$ cat src/rtl/wb_port_arbiter_pkg.sv
// Shared definitions for the regfile write-port arbiter: writeback select
// encodings, register address width and the derived drain mode.
package wb_port_arbiter_pkg;

    localparam int REG_ADDR_W = 5;

    localparam logic [1:0] WB_ZERO = 2'b00;
    localparam logic [1:0] WB_ALU  = 2'b01;
    localparam logic [1:0] WB_MEM  = 2'b10;
    localparam logic [1:0] WB_PC4  = 2'b11;

    typedef enum logic [1:0] {
        MODE_EMPTY = 2'b00,
        MODE_HOLD  = 2'b01,
        MODE_FORCE = 2'b10
    } drain_mode_t;

    function automatic logic [31:0] rd_onehot(input logic [REG_ADDR_W-1:0] rd);
        rd_onehot = 32'(1) << rd;
        rd_onehot[0] = 1'b0;
    endfunction

endpackage

$ cat src/rtl/wb_slow_fifo.sv
// DEPTH-entry {rd, data} FIFO for slow-unit results; exposes head, occupancy
// and the OR of one-hot destinations of all live entries.
module wb_slow_fifo
    import wb_port_arbiter_pkg::*;
#(
    parameter int XLEN  = 64,
    parameter int DEPTH = 2
) (
    input  logic                       clk,
    input  logic                       rst,
    input  logic                       push,
    input  logic [REG_ADDR_W-1:0]      push_rd,
    input  logic [XLEN-1:0]            push_data,
    input  logic                       pop,
    output logic [REG_ADDR_W-1:0]      head_rd,
    output logic [XLEN-1:0]            head_data,
    output logic [$clog2(DEPTH):0]     count,
    output logic [31:0]                mask
);

    localparam int PW = $clog2(DEPTH);

    logic [PW-1:0]         wr_ptr;
    logic [PW-1:0]         rd_ptr;
    logic [DEPTH-1:0]      valid;
    logic [REG_ADDR_W-1:0] rd_mem   [DEPTH];
    logic [XLEN-1:0]       data_mem [DEPTH];

    // Control state is reset; payload storage is qualified by valid bits.
    always_ff @(posedge clk or posedge rst) begin
        if (rst) begin
            wr_ptr <= '0;
            rd_ptr <= '0;
            valid  <= '0;
            count  <= '0;
        end else begin
            if (push) begin
                valid[wr_ptr] <= 1'b1;
                wr_ptr        <= wr_ptr + PW'(1);
            end
            if (pop) begin
                valid[rd_ptr] <= 1'b0;
                rd_ptr        <= rd_ptr + PW'(1);
            end
            case ({push, pop})
                2'b10:   count <= count + 1'b1;
                2'b01:   count <= count - 1'b1;
                default: count <= count;
            endcase
        end
    end

    always_ff @(posedge clk) begin
        if (push) begin
            rd_mem[wr_ptr]   <= push_rd;
            data_mem[wr_ptr] <= push_data;
        end
    end

    assign head_rd   = rd_mem[rd_ptr];
    assign head_data = data_mem[rd_ptr];

    always_comb begin
        mask = '0;
        for (int i = 0; i < DEPTH; i++) begin
            if (valid[i]) mask = mask | rd_onehot(rd_mem[i]);
        end
    end

endmodule

$ cat src/rtl/wb_port_arbiter.sv
// Regfile write-port arbiter: pipeline writeback has priority, slow-unit
// results are buffered and drained into idle slots or forced when starved.
module wb_port_arbiter
    import wb_port_arbiter_pkg::*;
#(
    parameter int XLEN         = 64,
    parameter int DEPTH        = 2,
    parameter int STARVE_LIMIT = 4
) (
    input  logic                  clk,
    input  logic                  rst,
    input  logic                  pipe_valid,
    input  logic                  pipe_we,
    input  logic [REG_ADDR_W-1:0] pipe_rd,
    input  logic [1:0]            pipe_wb_sel,
    input  logic [XLEN-1:0]       pipe_alu,
    input  logic [XLEN-1:0]       pipe_mem,
    input  logic [XLEN-1:0]       pipe_pc4,
    output logic                  pipe_stall,
    input  logic                  slow_valid,
    input  logic [REG_ADDR_W-1:0] slow_rd,
    input  logic [XLEN-1:0]       slow_data,
    output logic                  slow_ready,
    output logic                  rf_we,
    output logic [REG_ADDR_W-1:0] rf_rd,
    output logic [XLEN-1:0]       rf_wdata,
    output logic [31:0]           pending_mask
);

    localparam int CW = $clog2(DEPTH) + 1;
    localparam int AW = $clog2(STARVE_LIMIT + 1);

    logic [CW-1:0]         count;
    logic [REG_ADDR_W-1:0] head_rd;
    logic [XLEN-1:0]       head_data;
    logic                  push;
    logic                  pop;
    logic [AW-1:0]         age;
    logic                  pipe_wr;
    logic [XLEN-1:0]       pipe_data;
    drain_mode_t           mode;

    wb_slow_fifo #(
        .XLEN  (XLEN),
        .DEPTH (DEPTH)
    ) u_fifo (
        .clk       (clk),
        .rst       (rst),
        .push      (push),
        .push_rd   (slow_rd),
        .push_data (slow_data),
        .pop       (pop),
        .head_rd   (head_rd),
        .head_data (head_data),
        .count     (count),
        .mask      (pending_mask)
    );

    assign pipe_wr    = pipe_valid && pipe_we && (pipe_rd != '0);
    // Ready from registered occupancy only; x0 results are swallowed here.
    assign slow_ready = !rst && (count < CW'(DEPTH));
    assign push       = slow_valid && slow_ready && (slow_rd != '0);

    always_comb begin
        unique case (pipe_wb_sel)
            WB_ALU:  pipe_data = pipe_alu;
            WB_MEM:  pipe_data = pipe_mem;
            WB_PC4:  pipe_data = pipe_pc4;
            default: pipe_data = '0;
        endcase
    end

    always_comb begin
        if (count == '0)
            mode = MODE_EMPTY;
        else if (count == CW'(DEPTH) || age >= AW'(STARVE_LIMIT))
            mode = MODE_FORCE;
        else
            mode = MODE_HOLD;
    end

    always_comb begin
        rf_we      = 1'b0;
        rf_rd      = '0;
        rf_wdata   = '0;
        pipe_stall = 1'b0;
        pop        = 1'b0;
        if (!rst) begin
            if (mode == MODE_FORCE) begin
                rf_we      = 1'b1;
                rf_rd      = head_rd;
                rf_wdata   = head_data;
                pop        = 1'b1;
                pipe_stall = pipe_wr;
            end else if (pipe_wr) begin
                rf_we    = 1'b1;
                rf_rd    = pipe_rd;
                rf_wdata = pipe_data;
            end else if (mode == MODE_HOLD) begin
                rf_we    = 1'b1;
                rf_rd    = head_rd;
                rf_wdata = head_data;
                pop      = 1'b1;
            end
        end
    end

    // Head wait time; restarts whenever the head changes or the FIFO is empty.
    always_ff @(posedge clk or posedge rst) begin
        if (rst)
            age <= '0;
        else if (pop || count == '0)
            age <= '0;
        else if (age < AW'(STARVE_LIMIT))
            age <= age + 1'b1;
    end

endmodule

$ cat config.mk
export PLATFORM = sky130hd
export DESIGN_NAME = wb_port_arbiter
export DESIGN_NICKNAME = d
export VERILOG_FILES = /design/src/rtl/wb_port_arbiter_pkg.sv /design/src/rtl/wb_slow_fifo.sv /design/src/rtl/wb_port_arbiter.sv
export SDC_FILE = /design/constraint.sdc
export NUM_CORES = 1
export LEC_CHECK = 0
export CAP_MARGIN = 20
export CORE_AREA = 4 4 143 145
export CTS_CLUSTER_DIAMETER = 100
export CTS_CLUSTER_SIZE = 14
export DETAILED_ROUTE_END_ITERATION = 10
export DIE_AREA = 0 0 147 149
export PLACE_DENSITY = 0.83
export SYNTH_ARGS = -nofsm -noshare
export SYNTH_HDL_FRONTEND = slang
export SYNTH_SLANG_ARGS = --single-unit
$ cat constraint.sdc
create_clock -name clk -period 6.7 [get_ports clk]
set_clock_uncertainty 0.15 [all_clocks]
set_input_delay 1.34 -clock clk [delete_from_list [all_inputs] [get_ports clk]]
set_output_delay 1.34 -clock clk [all_outputs]
set_load 0.1 [all_outputs]
Yosys cells after proc, flatten, opt, wreduce, memory -nomap -nowiden
Memories as Yosys holds them, arrays and structs flattened.
Index checks and enable logic that the tools add are counted.

operators by class
  add/sub/neg operators = 5
  $mul = 0
  div/mod/pow operators = 0
  $lt $le $gt $ge = 7
  eq/ne operators = 8
  shifts and indexed selects = 2
  multiplexer cells = 33
  bitwise operators = 4
  reduce and logical (&&, ||, !) cells = 15

operator list
  cell                                                                   count
  64-bit two-way mux                                                     4
  64-bit one-hot mux with 3 select lines                                 1
  32-bit two-way mux                                                     2
  1-bit by 5-bit << shifter with 32-bit output, first input constant     2
  32-bit bitwise OR                                                      1
  5-bit two-way mux                                                      4
  1-bit two-way mux                                                      13
  2-bit equality test, second input constant                             5
  5-bit nonzero test                                                     2
  2-bit two-way mux                                                      4
  1-bit logical AND                                                      7
  2-bit by 1-bit equality test with 1-bit output, second input constant  3
  3-bit two-way mux                                                      2
  1-bit by 2-bit < comparator with 1-bit output, second input constant   2
  2-bit one-hot mux with 2 select lines                                  1
  2-bit nonzero test                                                     2
  3-bit by 1-bit adder with 3-bit output, second input constant          1
  3-bit >= comparator, second input constant                             1
  3-bit < comparator, second input constant                              1
  1-bit adder, second input constant                                     2
  2-bit by 1-bit adder with 2-bit output, second input constant          1
  2-bit bitwise AND                                                      1
  1-bit demux with 1-bit select                                          2
  1-bit >= comparator, second input constant                             2
  7 further kinds                                                        8

storage, ports and cells
  flip-flop bits (word level) = 9
  latch bits = 0
  RAM bits = 138
  bits in read-only memories = 0
  input port bits = 273
  output and inout port bits = 104
  logic and storage cells = 81
  memories kept = 2

memories
  memory           words  width  rd ports  clocked after Yosys merged registers in  wr ports  RTL line            text
  u_fifo.data_mem  2      64     1         0                                        1         wb_slow_fifo.sv:27  logic [XLEN-1:0] data_mem [DEPTH];
  u_fifo.rd_mem    2      5      3         0                                        1         wb_slow_fifo.sv:26  logic [REG_ADDR_W-1:0] rd_mem [DEPTH];

Depth between registers and ports, before layout
  depth after elaboration = 11
  mapped depth = 10

Hierarchy
A second synthesis with hierarchy kept.

second synthesis, totals
  cells, all modules = 569
  area total of the unflattened synthesis = 7948.9 um^2

by module, submodules not included
  module           times used  cells an instance  area each (um^2)  sequential area each (um^2)
  wb_slow_fifo     1           306                5620.4            4294.1
  wb_port_arbiter  1           263                2328.5            75.1

Least setup slack after synthesis
No wires, ideal clock.

  path kind = input port to output port
  start = input port rst
  end = output port rf_wdata[46]
  arrival = 4.467 ns
  required time = 5.210 ns
  setup slack = 0.743 ns
  stages = 5
  cells stage by stage = inv_1 o2111ai_2 buf_4 buf_6 o32ai_1

between the ends
  longest elaborated chain between the ends = 1

ends and longest elaborated chain
  element             RTL line               text
  from (decl)         wb_port_arbiter.sv:11  input logic rst,
  64-bit two-way mux  wb_port_arbiter.sv:88  if (!rst) begin
  to (decl)           wb_port_arbiter.sv:26  output logic [XLEN-1:0] rf_wdata,

Every way passes these cells.

Worst setup path after layout
  start = input port pipe_rd[1]
  end = output port rf_wdata[32]

between the ends
  longest elaborated chain between the ends = 5

ends and longest elaborated chain
  element             RTL line               text
  from (decl)         wb_port_arbiter.sv:14  input logic [REG_ADDR_W-1:0] pipe_rd,
  5-bit nonzero test  wb_port_arbiter.sv:59  assign pipe_wr = pipe_valid && pipe_we && (pipe_rd != '0);
  1-bit logical AND   wb_port_arbiter.sv:59
  64-bit two-way mux  wb_port_arbiter.sv:95  end else if (pipe_wr) begin
  64-bit two-way mux  wb_port_arbiter.sv:89  if (mode == MODE_FORCE) begin
  64-bit two-way mux  wb_port_arbiter.sv:88

Every way passes these cells.

==> impl_metrics.env <==
export IMPL_htreeDepth=4
export IMPL_cts_hold_buf=0
export IMPL_dp_hpwl_um=20430
export IMPL_ir_drop_v=0.0001881
export IMPL_top_layer="met4"
export IMPL_crit_type="input pin to output pin"
export IMPL_synth_edf_count=138
export IMPL_slew_headroom=0.3083
export IMPL_wl_um=27670
export IMPL_hold_slack_ps=362.0
export IMPL_ys_async_sr_fraction=0.06122
export IMPL_hold_violations=0
export IMPL_crit_path_end_kind="output pin"
export IMPL_grt_overflow=0
export IMPL_synth_cell_types=44
export IMPL_cts_root_buffer="clkbuf_16"
export IMPL_seq_power_share=0.291
export IMPL_worstPathMaxFanout=44
export IMPL_fin_crit_sh=0.8281
export IMPL_fillers=1470
export IMPL_power_frac_comb=0.504
export IMPL_post_drt_wl_per_cell_um=21.75
export IMPL_ioPinCount=377
export IMPL_p_int_mw=2.301
export IMPL_synthTopCellsByArea="edfxtp_1 50%, mux2_2 18%, o32ai_1 7.1%"
export IMPL_antenna_found_initial=1
export IMPL_mostFrequentLayoutCell="clkdlybuf4s50_1"
export IMPL_outcome="completed"
export IMPL_postCtsResizedCells=0
export IMPL_synth_seq_area_share=0.5309
export IMPL_drt_pass1_iter_count=5
export IMPL_syn_nets=935
export IMPL_numPortBuffers=375
export IMPL_startpoint_type="input pin"
export IMPL_grt_pass1_wl_um=40990
export IMPL_cp_arrival_ps=4060
export IMPL_areaGrowthSynthToFinish_pct=51.53
export IMPL_multi_input_area_mm2=0.003550
export IMPL_numClockSinks=147
export IMPL_tns_ps=0
export IMPL_timing_fmax_mhz=180.2
export IMPL_final_cell_mix="303 x clkdlybuf4s50_1, 138 x edfxtp_1, 132 x mux2_2, 78 x buf_4, 75 x nand2_1"
export IMPL_drtIter0Drc=453
export IMPL_dr_wl_met2_um=14770
export IMPL_row_count=51
export IMPL_grt_pass1_vias=7503
export IMPL_design_core_area_mm2=0.01921
export IMPL_gr_usage_all_layers=0.2420
export IMPL_synth_seq_cells=147
export IMPL_clk_path_buf_depth=2
export IMPL_crit_required_ps=5210
export IMPL_route_detailed_drc=0
export IMPL_p_sw_frac=0.4713
export IMPL_nets=1268
export IMPL_rsz0062_at_grt="false"
export IMPL_fin_crit_ps=5548
export IMPL_slew_violations=0
export IMPL_start_util=0.4284
export IMPL_clk_transition_reported_paths_ps=60
export IMPL_cts_tree="built"
export IMPL_ys_warn_count=0
export IMPL_pwr_density_cell_mw_per_mm2=349.1
export IMPL_hp_class="flip-flop to flip-flop"
export IMPL_yosys_area_top_type="edfxtp_1"
export IMPL_cts_setup_buffers=0
export IMPL_design_die_area_mm2=0.02190
export IMPL_ant_nets=0
export IMPL_place_congestion=0.9751
export IMPL_p_leak_nw=4.307
export IMPL_via_per_inst=5.741
export IMPL_setup_violations=0
export IMPL_final_layout_size_suffix_gt1_frac=0.2505
export IMPL_numCtsBuffers=17
export IMPL_wl_met3_um=2440
export IMPL_wl_met1_um=9703
export IMPL_ys_flop_type="edfxtp_1"
export IMPL_insertion_delay_ps=410
export IMPL_cap_violations=0
export IMPL_synth_avg_cell_area_um2=12.47
export IMPL_fp_dieW_um=147
export IMPL_power_frac_clock=0.204
export IMPL_seqCellArea_mm2=0.004373
export IMPL_synthesis_instances=660
export IMPL_worstMarginPinSlew_ps=1037
export IMPL_syn_area_mm2=0.008229
export IMPL_fp_dieH_um=149
export IMPL_grt_max_degree=74
export IMPL_p_sw_mw=2.052
export IMPL_vias=7303
export IMPL_synth_top_area_frac=0.5036
[flip-flops by register name, summed over array words and instances, names as in the netlist]
| name | cells |
|---|---|
| age | 3 |
| u_fifo.count | 2 |
| u_fifo.data_mem | 128 |
| u_fifo.rd_mem | 10 |
| u_fifo.rd_ptr | 1 |
| u_fifo.valid | 2 |
| u_fifo.wr_ptr | 1 |
[metrics by stage]
step	cells	setup WS, ps	util	total power [mW]	area [um^2]
CTS	1271	1192	0.6491	4.370	12470
finish	1272	1152	0.6492	4.353	12470
global placement	1239	1279	0.6201	3.457	11910
detailed placement	1239	1197	0.6201	3.478	11910
floorplan	660	743.0	-	2.930	8229
global route	1272	1001	0.6492	4.524	12470
[cells in the mapped netlist, types with 3 or more instances]
library cell,count
nor2_1,9
nand3b_1,5
nand3_1,6
o211ai_1,3
buf_6,3
buf_2,24
nand2_1,75
inv_1,7
edfxtp_1,138
xnor2_1,3
o22ai_1,32
clkbuf_1,34
o32ai_1,67
buf_1,6
mux2_2,132
mux2i_1,3
a22oi_1,64
dfrtp_1,9
nand2b_1,3
nor2b_1,5
[path summary, 6_finish.rpt]
| check | from | end | slack, ps | depth (start not counted) |
|---|---|---|---|---|
| worst max-delay path | pipe_rd[1] | rf_wdata[32] | 1150 | 6 |
| min in group asynchronous | rst | u_fifo.rd_ptr$_DFFE_PP0P_ | 1280 | 2 |
| worst max register to register | u_fifo.count[1]$_DFFE_PP0P_ | u_fifo.data_mem[1][41]$_DFFE_PP_ | 4090 | 4 |
| worst min register to register | u_fifo.wr_ptr$_DFFE_PP0N_ | u_fifo.wr_ptr$_DFFE_PP0N_ | 360 | 1 |
| max in group asynchronous | rst | u_fifo.rd_ptr$_DFFE_PP0P_ | 4750 | 2 |
| worst min-delay path | u_fifo.wr_ptr$_DFFE_PP0N_ | u_fifo.wr_ptr$_DFFE_PP0N_ | 360 | 1 |
[final cells by class]
type	instances	share of cell area
flip-flops and latches	147	0.3507
repair buffers	383	0.2910
multi-input cells	437	0.2847
clock buffers	18	0.03442
well taps	265	0.02659
clock inverters	14	0.01023
inverters	7	0.002207
diodes	1	0.0002007
[metal layers]
metal | track usage | vias to the layer above
li1 | - | 3337
met1 | 0.2624 | 3508
met2 | 0.4545 | 409
met3 | 0.06016 | 49
met4 | 0.09273 | 0
met5 | 0 | -
[power by group through the flow]
stage          combinational (mW)  clock (mW)  sequential, mW
4_1_cts                      2.20       0.902            1.27
3_3_place_gp                 2.18           0            1.28
2_1_floorplan                1.76           0            1.17
5_1_grt                      2.29       0.948            1.29
6_report                     2.20       0.889            1.27
3_5_place_dp                 2.19           0            1.29
[worst max-delay path, cell delays in order]
cell and delay (ps):
clkdlybuf4s50_1 440, or4_4 580, o2111ai_4 660, buf_4 540, o32ai_1 180, buf_4 270
[kinds of logic (layout without fill, tap and decap cells)]
group / after synthesis / after routing / synth area share
AOI/OAI and AO/OA: 182 / 182 / 0.1729
and+or+nand+nor: 112 / 112 / 0.06112
adders and majority gates: 2 / 2 / 0.003040
buffers and inverters: 76 / 422 / 0.04196
other: 1 / 2 / 0.0004557
xor gates and xnor gates: 5 / 5 / 0.005323
DFF: 147 / 147 / 0.5309
muxes: 135 / 135 / 0.1843
(Power assumes the default switching activity.)
